File: config.mk
export PLATFORM = sky130hd
export DESIGN_NAME = io_bus_arbiter_flat
export DESIGN_NICKNAME = d
export VERILOG_FILES = /design/src/rtl/io_bus_arbiter_if.sv /design/src/rtl/io_bus_arbiter.sv /design/src/flat_wrapper.sv
export SDC_FILE = /design/constraint.sdc
export NUM_CORES = 1
export LEC_CHECK = 0
export ABC_AREA = 0
export CORE_MARGIN = 2
export CORE_UTILIZATION = 30
export DETAILED_ROUTE_END_ITERATION = 16
export PLACE_DENSITY = 0.68
export SETUP_SLACK_MARGIN = 0.4
export SYNTH_ARGS = -nofsm -noshare
export SYNTH_HDL_FRONTEND = slang
export SYNTH_SLANG_ARGS = --single-unit
File: constraint.sdc
create_clock -name clk -period 1.7 [get_ports clk]
set_input_delay 0.34 -clock clk [delete_from_list [all_inputs] [get_ports clk]]
set_output_delay 0.34 -clock clk [all_outputs]
set_load 0.05 [all_outputs]
File: src/rtl/io_bus_arbiter_if.sv
// Bundles the CPU, host and I/O-block signals of the I/O register port arbiter.
// slave: arbiter view; master: the surrounding CPU/host/I/O environment.
interface io_bus_arbiter_if;
  logic       cpu_ce;
  logic       cpu_cs;
  logic       cpu_we;
  logic [7:0] cpu_addr;
  logic [7:0] cpu_wdata;
  logic [7:0] cpu_rdata;

  logic       host_req;
  logic       host_we;
  logic [7:0] host_addr;
  logic [7:0] host_wdata;
  logic       host_ack;
  logic [7:0] host_rdata;

  logic       io_stb;
  logic       io_cs;
  logic       io_we;
  logic [7:0] io_addr;
  logic [7:0] io_wdata;
  logic [7:0] io_rdata;

  logic       collision;

  modport slave (
    input  cpu_ce, cpu_cs, cpu_we, cpu_addr, cpu_wdata,
    output cpu_rdata,
    input  host_req, host_we, host_addr, host_wdata,
    output host_ack, host_rdata,
    output io_stb, io_cs, io_we, io_addr, io_wdata,
    input  io_rdata,
    output collision
  );

  modport master (
    output cpu_ce, cpu_cs, cpu_we, cpu_addr, cpu_wdata,
    input  cpu_rdata,
    output host_req, host_we, host_addr, host_wdata,
    input  host_ack, host_rdata,
    input  io_stb, io_cs, io_we, io_addr, io_wdata,
    output io_rdata,
    input  collision
  );
endinterface

File: src/rtl/io_bus_arbiter.sv
// Shares the PET I/O register port between the 6502 (always wins) and a host requester
// whose accesses are slotted into the idle clocks between CPU enable pulses.
module io_bus_arbiter #(
  parameter int unsigned CePeriod = 32,
  parameter int unsigned MinGap   = 2,
  parameter int unsigned RdLat    = 1
) (
  input logic             clk,
  input logic             reset_n,
  io_bus_arbiter_if.slave bus
);

  localparam logic [7:0] WinLo    = 8'(MinGap);
  localparam logic [7:0] WinHi    = 8'(CePeriod - 2 - RdLat - MinGap);
  localparam logic [7:0] WaitLast = 8'(RdLat - 1);

  typedef enum logic [1:0] {StIdle, StIssue, StWait, StDone} state_e;

  state_e           state_q;
  logic [7:0]       ph_q, ph_d;
  logic [7:0]       wait_q;
  logic [RdLat-1:0] rd_pipe_q;
  logic [7:0]       cpu_rdata_q;
  logic [7:0]       host_rdata_q;
  logic             host_ack_q;
  logic             collision_q;

  logic host_win;
  logic host_sel;
  logic rd_start;

  // Saturating phase; 8'hFF out of reset keeps the host out until the first cpu_ce.
  always_comb begin
    if (bus.cpu_ce) begin
      ph_d = 8'h00;
    end else if (ph_q == 8'hFF) begin
      ph_d = ph_q;
    end else begin
      ph_d = ph_q + 8'd1;
    end
  end

  assign host_win = !bus.cpu_ce && (ph_q >= WinLo) && (ph_q <= WinHi) &&
                    (state_q == StIdle) && bus.host_req;
  assign rd_start = bus.cpu_ce && bus.cpu_cs && !bus.cpu_we;

  always_ff @(posedge clk or negedge reset_n) begin
    if (!reset_n) begin
      state_q      <= StIdle;
      ph_q         <= 8'hFF;
      wait_q       <= 8'h00;
      rd_pipe_q    <= '0;
      cpu_rdata_q  <= 8'h00;
      host_rdata_q <= 8'h00;
      host_ack_q   <= 1'b0;
      collision_q  <= 1'b0;
    end else begin
      ph_q       <= ph_d;
      host_ack_q <= 1'b0;

      rd_pipe_q[0] <= rd_start;
      for (int i = 1; i < int'(RdLat); i++) begin
        rd_pipe_q[i] <= rd_pipe_q[i-1];
      end
      if (rd_pipe_q[RdLat-1]) begin
        cpu_rdata_q <= bus.io_rdata;
      end

      if (bus.cpu_ce && ((state_q == StIssue) || (state_q == StWait))) begin
        collision_q <= 1'b1;
      end

      unique case (state_q)
        StIdle: begin
          if (host_win) begin
            state_q <= StIssue;
          end
        end
        StIssue: begin
          wait_q  <= 8'h00;
          state_q <= StWait;
        end
        StWait: begin
          if (wait_q == WaitLast) begin
            host_rdata_q <= bus.io_rdata;
            host_ack_q   <= 1'b1;
            state_q      <= StDone;
          end else begin
            wait_q <= wait_q + 8'd1;
          end
        end
        StDone: begin
          state_q <= StIdle;
        end
        default: begin
          state_q <= StIdle;
        end
      endcase
    end
  end

  // A cpu_ce always takes the port, even in the middle of a host cycle.
  assign host_sel = !bus.cpu_ce && ((state_q == StIssue) || (state_q == StWait));

  assign bus.io_stb   = bus.cpu_ce ? bus.cpu_cs : (state_q == StIssue);
  assign bus.io_cs    = host_sel ? 1'b1           : bus.cpu_cs;
  assign bus.io_we    = host_sel ? bus.host_we    : bus.cpu_we;
  assign bus.io_addr  = host_sel ? bus.host_addr  : bus.cpu_addr;
  assign bus.io_wdata = host_sel ? bus.host_wdata : bus.cpu_wdata;

  assign bus.cpu_rdata  = cpu_rdata_q;
  assign bus.host_rdata = host_rdata_q;
  assign bus.host_ack   = host_ack_q;
  assign bus.collision  = collision_q;

endmodule

File: src/flat_wrapper.sv
// flat-port wrapper written by rule: the top's interface ports become plain ports
module io_bus_arbiter_flat 
#(
  parameter int unsigned CePeriod = 32,
  parameter int unsigned MinGap   = 2,
  parameter int unsigned RdLat    = 1
)
  (clk, reset_n, bus_cpu_ce, bus_cpu_cs, bus_cpu_we, bus_cpu_addr, bus_cpu_wdata, bus_cpu_rdata, bus_host_req, bus_host_we, bus_host_addr, bus_host_wdata, bus_host_ack, bus_host_rdata, bus_io_stb, bus_io_cs, bus_io_we, bus_io_addr, bus_io_wdata, bus_io_rdata, bus_collision);
  io_bus_arbiter_if bus_i ();
  input logic clk;
  input logic reset_n;
  input wire logic [$bits(bus_i.cpu_ce)-1:0] bus_cpu_ce;
  input wire logic [$bits(bus_i.cpu_cs)-1:0] bus_cpu_cs;
  input wire logic [$bits(bus_i.cpu_we)-1:0] bus_cpu_we;
  input wire logic [$bits(bus_i.cpu_addr)-1:0] bus_cpu_addr;
  input wire logic [$bits(bus_i.cpu_wdata)-1:0] bus_cpu_wdata;
  output wire logic [$bits(bus_i.cpu_rdata)-1:0] bus_cpu_rdata;
  input wire logic [$bits(bus_i.host_req)-1:0] bus_host_req;
  input wire logic [$bits(bus_i.host_we)-1:0] bus_host_we;
  input wire logic [$bits(bus_i.host_addr)-1:0] bus_host_addr;
  input wire logic [$bits(bus_i.host_wdata)-1:0] bus_host_wdata;
  output wire logic [$bits(bus_i.host_ack)-1:0] bus_host_ack;
  output wire logic [$bits(bus_i.host_rdata)-1:0] bus_host_rdata;
  output wire logic [$bits(bus_i.io_stb)-1:0] bus_io_stb;
  output wire logic [$bits(bus_i.io_cs)-1:0] bus_io_cs;
  output wire logic [$bits(bus_i.io_we)-1:0] bus_io_we;
  output wire logic [$bits(bus_i.io_addr)-1:0] bus_io_addr;
  output wire logic [$bits(bus_i.io_wdata)-1:0] bus_io_wdata;
  input wire logic [$bits(bus_i.io_rdata)-1:0] bus_io_rdata;
  output wire logic [$bits(bus_i.collision)-1:0] bus_collision;
  assign bus_i.cpu_ce = bus_cpu_ce;
  assign bus_i.cpu_cs = bus_cpu_cs;
  assign bus_i.cpu_we = bus_cpu_we;
  assign bus_i.cpu_addr = bus_cpu_addr;
  assign bus_i.cpu_wdata = bus_cpu_wdata;
  assign bus_cpu_rdata = bus_i.cpu_rdata;
  assign bus_i.host_req = bus_host_req;
  assign bus_i.host_we = bus_host_we;
  assign bus_i.host_addr = bus_host_addr;
  assign bus_i.host_wdata = bus_host_wdata;
  assign bus_host_ack = bus_i.host_ack;
  assign bus_host_rdata = bus_i.host_rdata;
  assign bus_io_stb = bus_i.io_stb;
  assign bus_io_cs = bus_i.io_cs;
  assign bus_io_we = bus_i.io_we;
  assign bus_io_addr = bus_i.io_addr;
  assign bus_io_wdata = bus_i.io_wdata;
  assign bus_i.io_rdata = bus_io_rdata;
  assign bus_collision = bus_i.collision;
  io_bus_arbiter #(.CePeriod(CePeriod), .MinGap(MinGap), .RdLat(RdLat)) u_core (.clk(clk), .reset_n(reset_n), .bus(bus_i));
endmodule
==> results of run 1 <==
## Yosys cell counts, types with 2 or more instances
cell type | number | area, um2
xnor2_1 | 4 | 35.0
o21ai_0 | 7 | 35.0
a21o_1 | 2 | 15.0
nand3_1 | 5 | 25.0
ha_1 | 8 | 100
mux2i_1 | 2 | 20.0
or2_2 | 2 | 12.5
clkbuf_1 | 2 | 7.51
a22o_1 | 2 | 17.5
xor2_1 | 3 | 26.3
nand2_1 | 9 | 33.8
and3_1 | 2 | 12.5
nor2_1 | 17 | 63.8
nor3_1 | 5 | 25.0
a32oi_1 | 2 | 17.5
nor2b_1 | 3 | 18.8
inv_1 | 7 | 26.3
dfstp_2 | 8 | 210
mux2_2 | 34 | 383
buf_2 | 3 | 15.0
dfrtp_1 | 29 | 726
## report_power, final
group,switching (mW),internal (mW),leakage (nW)
sequential,0.0989,1.07,0.441
combinational,2.04,2.15,1.19
clock,0.286,0.321,0.0443
## layer usage
| layer | track usage, % | vias to the layer above | share of wire, % |
|---|---|---|---|
| met5 | 0 | - | 0 |
| met4 | 4.33 | 0 | 1.1 |
| met3 | 3.50 | 7 | 4.9 |
| met2 | 24.9 | 46 | 51 |
| met1 | 19.4 | 821 | 43 |
| li1 | - | 854 | - |
## logic make-up (layout without fill, tap and decap cells)
logic type | Yosys count | after routing | synth area share (%)
flip-flops | 37 | 37 | 47.6
AND/OR/NAND/NOR | 52 | 52 | 13.7
AO/OA/AOI/OAI | 19 | 19 | 6.80
XOR/XNOR | 7 | 7 | 3.12
adder cells (fa/ha/maj) | 8 | 8 | 5.09
multiplexers | 37 | 37 | 21.2
buffers and inverters | 12 | 137 | 2.48
## cells in the final DEF, fill, tap and decap left out, types with 2 or more instances in the layout
cell type | Yosys | routed
xor2_1 | 3 | 3
buf_16 | 0 | 3
inv_2 | 0 | 4
mux2_2 | 34 | 13
clkbuf_8 | 0 | 6
ha_4 | 0 | 4
buf_8 | 0 | 4
mux2i_1 | 2 | 2
nor3_1 | 5 | 2
o21ai_2 | 1 | 5
buf_12 | 0 | 13
nor3_2 | 0 | 3
nor2_4 | 0 | 2
dfrtp_1 | 29 | 29
nor2b_4 | 0 | 2
clkdlybuf4s50_1 | 0 | 45
nand3_4 | 0 | 2
a32oi_1 | 2 | 2
inv_1 | 7 | 2
nand2_1 | 9 | 6
xnor2_1 | 4 | 4
buf_4 | 0 | 40
nor2_2 | 0 | 2
nor2_1 | 17 | 13
a21o_1 | 2 | 2
dfstp_2 | 8 | 8
mux2_4 | 1 | 22
ha_1 | 8 | 3
a22o_1 | 2 | 2
nand2_2 | 0 | 2
buf_6 | 0 | 17
nand3_1 | 5 | 4
## worst paths after layout
| path | startpoint | end | slack [ns] |
|---|---|---|---|
| hold / removal | reset_n | u_core.bus.host_rdata[3] | 0.44 |
| setup reg to reg | u_core.ph_q[5] | u_core.state_q[1] | 0.05 |
| hold reg to reg | u_core.bus.collision | u_core.bus.collision | 0.48 |
| min in group clk | u_core.bus.collision | u_core.bus.collision | 0.48 |
| max in group asynchronous | reset_n | u_core.ph_q[0] | 1.01 |
| setup / recovery | u_core.state_q[1] | bus_io_wdata[6] | -0.52 |
## flip-flops by register name (all words and copies together), names as in the netlist
name,cells
u_core.bus.host_ack,1
u_core.state_q,2
u_core.bus.collision,1
u_core.rd_pipe_q,1
u_core.bus.host_rdata,8
u_core.ph_q,8
u_core.wait_q,8
u_core.bus.cpu_rdata,8
## metrics by stage
| stage | setup TNS, ns | setup WS, ns |
|---|---|---|
| finish | -9.03 | -0.524 |
| CTS | -9.40 | -0.540 |
| global route | -10.86 | -0.613 |
| global placement | -6.00 | -0.350 |
| floorplan | -1.84 | -0.135 |
| detailed placement | -6.22 | -0.362 |
## what timing repair did
| action | in CTS | in global routing |
|---|---|---|
| gates resized for setup | 57 | 23 |
| endpoints found under the setup margin | 45 | 45 |
| gates cloned | 3 | 0 |
| pin swaps | 13 | 10 |
| buffers inserted | 8 | 9 |
## area by class of cell
class	instances	area, um2
Timing Repair Buffer	123	1350
Sequential cell	37	936
Multi-Input combinational cell	123	1290
Fill cell	507	2560
Inverter	7	28.8
Tap cell	77	96.3
Clock buffer	7	86.3
==> run summary, run 1 <==
count of state elements after synthesis: 37
Synthesized Nets: 227
startpoint types: flip-flop
first-pass GRT wire length: 8.58 mm
worst-path maximum fanout: 5
Final Cycle Share: 131%
Mapped Cells: 172
Worst Hold Class: in2async
Core Box Area: 6350 um2
Area growth syn-to-layout: 92.6%
dpl hpwl: 3.64 mm
number of global-route vias before repair: 1725
vias per inst: 4.62
Global Route Usage Sum: 15.0%
Least-Margin Pin Slew: 0.394 ns
via count: 1728
Synthesis Warnings: 0
Finished Layout Cells: 374
share of layout cells above drive strength 1: 55.9%
crit path kind: reg2out
R2R cell count: 4
Placed Cells: 347
row cnt: 29
number of flops mapped to enable cells by yosys: 0
Max Cap Violations: 0
nets@finish: 352
Buf/Inv on CP: 4
H-tree depth: 2
Post-DP Area: 3200 um2
Max Clock Freq: 0.450 GHz
Netlist cell types: 37
RSZ-0062 raised after global routing: true
Die Wd: 85.0 um
starting density of the core: 31.0%
delay-heaviest family, CP: buffers and inverters
outcome: finished, violations left
Ports: 84
Finish-stage setup viols: 19
number of antenna diodes: 0
initial DRC count: 31
DRC: 0
initial antenna violation count: 0
Overflow after GRT: 0
CTS tree: yes
Final Cell Area: 3790 um2
clock-pin slew on the worst setup and hold paths: 0.07 ns
Worst path slowest cell: dfrtp_1
clock latency on the worst-skew pair: 0.29 ns
Setup crit end kind: output pin
routability cong.: 0.752
clock buffer depth: 2
fin util: 59.7%
Final Skew: 0.00366 ns
wire per inst: 14.0 um
worst setup margin: -0.524 ns
final WL: 5.23 mm
Crit path arrival time: 1.88 ns
IO Port Bufs: 83
Critical Path RT: 1.36 ns
chip height: 85.0 um
ANT nets after route: 0
Clock Sinks: 37
Die ar.: 7220 um2
failing checks: negative setup slack
crit-path cells: inv_2, ha_4, nor2b_4, buf_6, buf_16, mux2_4, buf_12
CTS root buffer: clkbuf_8
Leakage: 1.67 nW
Hold Fails Final Rpt: 0
relative slew slack: 73.7%
Final Max Slew Viols: 0
CTS buffer count: 5
cell area after synthesis: 1970 um2
PwrDens: 1580 nW/um2
Power, Total: 5.97 mW
largest net degree at the start of global routing: 38
hold buffer count at cts: 0
syn avg cell area: 11.4 um2
top_reg_cell synth: dfrtp_1
Tmin final: 2.22 ns
CP Depth: 7
Seq/Total Area, Yosys: 47.6%
Hold WS: 0.440 ns
Peak supply drop: 0.00103 V
First-pass DRT Iterations: 4
Synth async-reset ratio: 100%
slowest stage delay, CP: 0.37 ns
Note: power is estimated with default switching activity, not from simulation.
==> run 2, diff against run 1 <==
Settings changed: CTS_BUF_LIST set to sky130_fd_sc_hd__clkbuf_4 sky130_fd_sc_hd__clkbuf_8 sky130_fd_sc_hd__clkbuf_16, SETUP_SLACK_MARGIN 0.4 to 0.5.
==> run summary, run 2 (same netlist as run 1, synthesis figures left out) <==
Overflow after GRT: 0 (unchanged)
clock-pin slew on the worst setup and hold paths: 0.08 ns (about the same)
First-pass DRT Iterations: 4 (unchanged)
first-pass GRT wire length: 9.00 mm (+5.0%)
Clock Sinks: 37 (unchanged)
DRC: 0 (unchanged)
Setup crit end kind: output pin
number of antenna diodes: 0 (unchanged)
ANT nets after route: 0 (unchanged)
row cnt: 29 (unchanged)
area of the multi-input gates: 1320 um2 (+2.5%)
share of layout cells above drive strength 1: 59.0% (+3.1 points)
Ports: 84 (unchanged)
RSZ-0062 raised after global routing: true
CTS root buffer: clkbuf_8
reg2reg setup slack: 0 ns (-0.05 ns)
PwrDens: 1570 nW/um2 (-0.18%)
Power, Total: 6.28 mW (+5.2%)
fillers: 473 (-6.7%)
commonest non-fill, non-tap cell in the layout: clkdlybuf4s50_1
Finish-stage setup viols: 19 (unchanged)
Least-Margin Pin Slew: 0.396 ns (+0.00129 ns)
Final Max Slew Viols: 0 (unchanged)
final WL: 5.59 mm (+7.0%)
relative slew slack: 73.6% (-0.086 points)
reg2reg end: u_core.wait_q[7]
vias per inst: 4.74 (+2.7%)
routability cong.: 0.730 (-3.0%)
initial antenna violation count: 0 (unchanged)
worst setup margin: -0.533 ns (-0.00838 ns)
Max Clock Freq: 0.448 GHz (-0.38%)
Placed Cells: 346 (-0.29%)
Core Box Area: 6350 um2 (unchanged)
R2R cell count: 11 (+7)
Finished Layout Cells: 387 (+3.5%)
Die Wd: 85.0 um (unchanged)
H-tree depth: 2 (unchanged)
Post-Place Worst Slack: -0.393 ns (-0.0312 ns)
chip height: 85.0 um (unchanged)
initial DRC count: 65 (+110%)
Crit path arrival time: 1.89 ns (about the same)
worst-path maximum fanout: 4 (-1)
largest net degree at the start of global routing: 38 (unchanged)
Die ar.: 7220 um2 (unchanged)
outcome: finished, violations left
wire per inst: 14.5 um (+3.4%)
Max Cap Violations: 0 (unchanged)
Final Cycle Share: 131% (+0.49 points)
startpoint types: flip-flop
via count: 1836 (+6.3%)
nets@finish: 364 (+3.4%)
Final Skew: 0.00824 ns (+0.00458 ns)
Hold Fails Final Rpt: 0 (unchanged)
reg2reg start: u_core.state_q[1]
CTS tree: yes
Worst Hold Class: in2async
Area growth syn-to-layout: 103%
most frequent cells in the layout: clkdlybuf4s50_1 (45), buf_6 (38), buf_4 (32)
number of global-route vias before repair: 1856 (+7.6%)
clock latency on the worst-skew pair: 0.29 ns (about the same)
IO Port Bufs: 83 (unchanged)
fin util: 62.9% (+3.2 points)
post-route setup TNS: -9.20 ns (-0.172 ns)
CTS buffer count: 5 (unchanged)
clock buffer depth: 2 (unchanged)
Critical Path RT: 1.36 ns (about the same)
crit path kind: reg2out
register area: 936 um2 (unchanged)
starting density of the core: 31.0% (unchanged)
Tmin final: 2.23 ns (+0.00838 ns)
failing checks: negative setup slack
hold buffer count at cts: 0 (unchanged)
Peak supply drop: 0.00102 V (-0.18%)
dpl hpwl: 3.64 mm (+0.15%)
Leakage: 1.77 nW (+5.9%)
Global Route Usage Sum: 15.6% (+0.62 points)
run 2: changes by cell type in the layout (fill, tap and decap cells not counted), moves of 2 or more:
cell / previous run / this run
a32oi_1: 2 / 0
buf_16: 3 / 1
buf_4: 40 / 32
buf_6: 17 / 38
a32oi_2: 0 / 2
run 2: cell type report:
| type | instances | share of cell area, % |
|---|---|---|
| Clock inverter | 2 | 0.939 |
| Inverter | 7 | 0.720 |
| Clock buffer | 6 | 2.07 |
| Tap cell | 77 | 2.41 |
| Sequential cell | 37 | 23.4 |
| Multi-Input combinational cell | 124 | 33.1 |
| Timing Repair Buffer | 134 | 37.4 |
run 2: what timing repair did:
| action | 4_1_cts | 5_1_grt |
|---|---|---|
| hold endpoints to repair | 0 | 0 |
| gates cloned | 3 | 0 |
| pin swaps | 15 | 13 |
| setup endpoints to repair | 63 | 64 |
| buffers inserted | 11 | 19 |
| resized for setup | 74 | 22 |
run 2: worst max-delay path by stage:
stage / startpoint / end / cells past startpoint
floorplan: u_core.state_q[1] / bus_io_addr[0] / 6
global placement: bus_cpu_ce / u_core.state_q[1] / 5
detailed placement: bus_cpu_ce / u_core.state_q[1] / 5
CTS: u_core.state_q[1] / bus_io_wdata[3] / 6
global route: u_core.state_q[1] / bus_io_wdata[6] / 7
finish: u_core.state_q[1] / bus_io_wdata[3] / 6
run 2: power breakdown:
group	switching (mW)	internal (mW)
sequential	0.126	1.07
clock	0.328	0.477
combinational	2.03	2.25
total	2.48	3.80
run 2: layer usage:
layer	global-route usage, %	share of wire, %
met1	19.3	42
met3	3.40	4.6
met5	0	0
met4	4.33	1.0
met2	27.3	52
run 2: critical path: stages, from the launching register on:
cell	delay (ns)
dfrtp_1	0.37
inv_2	0.06
ha_4	0.26
nor2b_4	0.15
bufbuf_16	0.27
mux2_2	0.34
buf_6	0.15
run 2: per-stage QoR:
step | cell area, um2 | hold WS [ns]
4_1_cts | 3760 | 0.433
5_1_grt | 4000 | 0.441
6_report | 4000 | 0.428
2_1_floorplan | 2110 | 0.0444
3_3_place_gp | 3210 | 0.456
3_5_place_dp | 3210 | 0.451
